--- src/rtl/mem_port_arbiter.sv ---
// Two-requester arbiter (CPU and debug/loader) in front of a single-ported memory
// with fixed read latency; one transaction in flight, round-robin on ties.
module mem_port_arbiter #(
    parameter int unsigned AW     = 32,
    parameter int unsigned DW     = 32,
    parameter int unsigned RD_LAT = 1
) (
    input  logic          clk,
    input  logic          reset,
    input  logic          cpu_req,
    input  logic          cpu_we,
    input  logic [AW-1:0] cpu_adr,
    input  logic [DW-1:0] cpu_wd,
    output logic [DW-1:0] cpu_rd,
    output logic          cpu_done,
    output logic          cpu_stall,
    input  logic          dbg_req,
    input  logic          dbg_we,
    input  logic [AW-1:0] dbg_adr,
    input  logic [DW-1:0] dbg_wd,
    output logic [DW-1:0] dbg_rd,
    output logic          dbg_done,
    output logic          mem_en,
    output logic          mem_we,
    output logic [AW-1:0] mem_adr,
    output logic [DW-1:0] mem_wd,
    input  logic [DW-1:0] mem_rd,
    output logic          owner,
    output logic [1:0]    state
);

    localparam int unsigned CW = 4;

    typedef enum logic [1:0] {
        IDLE  = 2'd0,
        ISSUE = 2'd1,
        WAIT  = 2'd2,
        RESP  = 2'd3
    } state_t;

    state_t        st;
    logic          last_grant;
    logic          mem_we_q;
    logic [CW-1:0] cnt;
    logic          pick_dbg;

    // Debug wins when alone, or on a tie when the CPU had the previous grant.
    assign pick_dbg  = dbg_req & (~cpu_req | ~last_grant);
    assign cpu_stall = cpu_req & ~cpu_done;
    assign state     = st;

    always_ff @(posedge clk) begin
        if (reset) begin
            st         <= IDLE;
            last_grant <= 1'b1;
            owner      <= 1'b0;
            mem_we_q   <= 1'b0;
            mem_en     <= 1'b0;
            mem_we     <= 1'b0;
            mem_adr    <= '0;
            mem_wd     <= '0;
            cpu_rd     <= '0;
            dbg_rd     <= '0;
            cpu_done   <= 1'b0;
            dbg_done   <= 1'b0;
            cnt        <= '0;
        end else begin
            mem_en   <= 1'b0;
            mem_we   <= 1'b0;
            cpu_done <= 1'b0;
            dbg_done <= 1'b0;
            case (st)
                IDLE: begin
                    if (cpu_req || dbg_req) begin
                        owner      <= pick_dbg;
                        last_grant <= pick_dbg;
                        mem_we_q   <= pick_dbg ? dbg_we  : cpu_we;
                        mem_we     <= pick_dbg ? dbg_we  : cpu_we;
                        mem_adr    <= pick_dbg ? dbg_adr : cpu_adr;
                        mem_wd     <= pick_dbg ? dbg_wd  : cpu_wd;
                        mem_en     <= 1'b1;
                        st         <= ISSUE;
                    end
                end
                ISSUE: begin
                    if (mem_we_q) begin
                        cpu_done <= ~owner;
                        dbg_done <= owner;
                        st       <= RESP;
                    end else begin
                        cnt <= CW'(RD_LAT);
                        st  <= WAIT;
                    end
                end
                WAIT: begin
                    cnt <= cnt - CW'(1);
                    // Last wait cycle: read data is valid RD_LAT cycles after issue.
                    if (cnt == CW'(1)) begin
                        if (owner) begin
                            dbg_rd <= mem_rd;
                        end else begin
                            cpu_rd <= mem_rd;
                        end
                        cpu_done <= ~owner;
                        dbg_done <= owner;
                        st       <= RESP;
                    end
                end
                RESP: begin
                    st <= IDLE;
                end
                default: begin
                    st <= IDLE;
                end
            endcase
        end
    end

endmodule

--- config.mk ---
export PLATFORM = sky130hd
export DESIGN_NAME = mem_port_arbiter
export DESIGN_NICKNAME = d
export VERILOG_FILES = /design/src/rtl/mem_port_arbiter.sv
export SDC_FILE = /design/constraint.sdc
export NUM_CORES = 1
export LEC_CHECK = 0
export BUFFER_PORTS_ARGS = -buffer_cell sky130_fd_sc_hd__buf_4
export CAP_MARGIN = 20
export CORE_ASPECT_RATIO = 1.1
export CORE_MARGIN = 10
export CORE_UTILIZATION = 45
export CTS_CLUSTER_SIZE = 10
export DETAILED_ROUTE_END_ITERATION = 10
export GPL_TIMING_DRIVEN = 1
export PLACE_DENSITY = 0.86
export SETUP_SLACK_MARGIN = 0.02
export SLEW_MARGIN = 5
export SYNTH_ARGS = -nofsm -noshare
export SYNTH_HDL_FRONTEND = slang
export SYNTH_SLANG_ARGS = --single-unit
--- constraint.sdc ---
create_clock -name clk -period 2.2 [get_ports clk]
set_clock_uncertainty 0.1 [all_clocks]
set_input_delay 0.44 -clock clk [delete_from_list [all_inputs] [get_ports clk]]
set_output_delay 0.44 -clock clk [all_outputs]
set_load 0.01 [all_outputs]
==> results.py <==
metrics = {
    "synthesis": {
        "synth_flop_cell": "dfxtp_1",
        "synth_edf_count": 0,
        "synth_cell_types": 30,
        "syn_inst": 637,
        "synth_area_um2": 5609,
        "yosysWarningCount": 0,
        "ys_seq_area_share_pct": 50.32,
        "ys_ff_latch": 141,
        "syn_area_per_cell_um2": 8.806,
        "syn-num-nets": 809,
        "synthArstFlopShare_pct": 0,
    },
    "floorplanning": {
        "initial_utilization_pct": 46.21,
        "ios": 302,
        "core_area_um2": 12140,
        "row_count": 42,
        "dieArea_um2": 17340,
        "die_h_um": 137.1,
        "die_w_um": 126.5,
    },
    "clock_network": {
        "numCtsBuffers": 17,
        "ctsResizeCount": 0,
        "root_buffer": "clkbuf_16",
        "cts_tree": "yes",
        "cts_num_sinks": 141,
        "postCtsSetupBuffers": 0,
        "cts_buffer_depth": 2,
        "path_clk_slew_ps": 60,
        "cts_hold_buf": 0,
        "htree_levels": 4,
        "clk_latency_ps": 400,
    },
    "setup_path": {
        "critPathRequiredTime_ps": 2430,
        "path_class": "reg -> reg",
        "cp_max_fo": 77,
        "crit_arrival_ps": 2080,
        "end_kind": "flop",
        "cp-start-kind": "flop",
    },
    "grt": {
        "grt_max_degree": 78,
        "grt_pass1_vias": 5569,
        "grt_overflow": 0,
        "grt_pass1_wl_um": 29950,
        "antenna_found_initial": 0,
        "track_usage_pct": 21.63,
    },
    "drt": {
        "via_count": 5584,
        "antenna_left": 0,
        "first_pass_iters": 5,
        "routedWlPerCell_um": 18.24,
        "post-route-drc-count": 0,
        "routed_wl_um": 19790,
        "drt_iter0_drc": 350,
        "viasPerCell": 5.147,
    },
    "timing": {
        "slew_headroom_pct": 48.45,
        "setup_tns_ps": 0,
        "fin_crit_ps": 1850,
        "post-route-period-util_pct": 84.11,
        "slew_violations": 0,
        "tightest_slew_ps": 773.3,
        "rsz0062_at_grt": "no",
        "setup_viol": 0,
        "max_freq_mhz": 540.4,
        "hold_ws_ps": 191.1,
        "hold_viol": 0,
    },
    "power_and_ir_drop": {
        "finalPower_mw": 9.479,
        "p_per_area_nw_per_um2": 1106,
        "p_leak_nw": 3.800,
        "ir_worst_vdd_uv": 627.8,
    },
    "cells_and_area": {
        "most-common-layout-cells": "buf_4 (308), dfxtp_1 (141), nand2_1 (134), a21oi_1 (134), mux2i_1 (66)",
        "utilization_pct": 70.60,
        "diodes": 0,
        "drive_above_1_share_pct": 37.27,
        "final_common_cell": "buf_4",
        "area_growth_pct": 52.80,
        "num-fill-cells": 936,
        "nNetsFinal": 1090,
    },
    "worst_hold_path": {
        "hold_path.class": "in -> reg",
    },
    "placement": {
        "dp_hpwl_um": 15230,
        "place_congestion": 0.8237,
        "port_buffers": 301,
    },
    "flow_run": {
        "cap_violations": 0,
    },
    "status": {
        "status": "finished, final reports clean",
    },
}
-- stage by stage --
step / std cells / setup WS (ps) / instance area (µm²)
5_1_grt: 1085 / 186.9 / 8571
3_5_place_dp: 1053 / 391.5 / 7921
3_3_place_gp: 1053 / 468.2 / 7921
2_1_floorplan: 637 / 374.2 / 5609
4_1_cts: 1085 / 361.2 / 8571
6_report: 1085 / 349.6 / 8571
-- state kept, by name, summed over array words and instances, names as in the netlist --
register    flops
cnt             4
mem_wd         32
cpu_rd         32
last_grant      1
mem_we          1
dbg_rd         32
state           2
mem_we_q        1
dbg_done        1
cpu_done        1
owner           1
mem_adr        32
mem_en          1
-- cells in the mapped netlist, types with 4 or more instances --
cell type,number,share of area [%]
a21oi_1,134,12
o21ai_1,7,0.62
buf_4,4,0.54
mux2i_1,66,12
inv_1,6,0.40
buf_2,19,1.7
nor2_1,8,0.54
clkbuf_1,18,1.2
dfxtp_1,141,50
o21ai_0,62,5.5
buf_6,10,2.0
ha_1,6,1.3
nand2_1,134,9.0
-- worst paths after layout --
kind | endpoint | depth (start not counted) | slack [ps] | start
hold / removal | cpu_rd[27] | 3 | 190 | mem_rd[27]
setup / recovery | mem_wd[14] | 6 | 350 | state[0]
setup reg to reg | mem_wd[14] | 6 | 350 | state[0]
hold reg to reg | cpu_rd[27] | 2 | 350 | cpu_rd[27]
-- cells by family after synthesis --
family	synth area share, %
AOI/OAI and AO/OA	19.25
adders and majority gates	1.338
DFF	50.32
and+or+nand+nor	11.26
buffers and inverters	5.844
muxes	11.98
-- report_power, final --
| part | switching (mW) | internal, mW | total (mW) | leakage, nW |
|---|---|---|---|---|
| Combinational | 1.52 | 1.37 | 2.88 | 2.33 |
| Sequential | 0.339 | 3.12 | 3.46 | 1.15 |
| Clock | 1.07 | 2.07 | 3.14 | 0.313 |
-- layout make-up --
cell class / instances / area [µm²] / share of cell area (%)
repair buffers: 313 / 2412 / 28.15
inverters: 6 / 22.52 / 0.2628
clock inverters: 11 / 188.9 / 2.204
flip-flops and latches: 141 / 2823 / 32.93
well taps: 154 / 192.7 / 2.248
clock buffers: 21 / 460.4 / 5.372
multi-input cells: 439 / 2471 / 28.83
-- worst max-delay path, cell delays in order, from the launching register on --
cell	delay, ps
dfxtp_1	340
inv_1	140
ha_1	290
nor2b_4	300
buf_12	290
o21ai_0	120
a21oi_1	160
-- routing by layer --
metal,global-route usage (%),share of wire [%],wire length (µm),vias up
met5,0,0,0,-
met4,8.038,2.2,444,0
met3,9.211,9.8,1943,26
met2,36.62,50,9916,229
met1,23.66,38,7482,2586
li1,-,-,-,2743
Power figures use the tool's default switching activity.
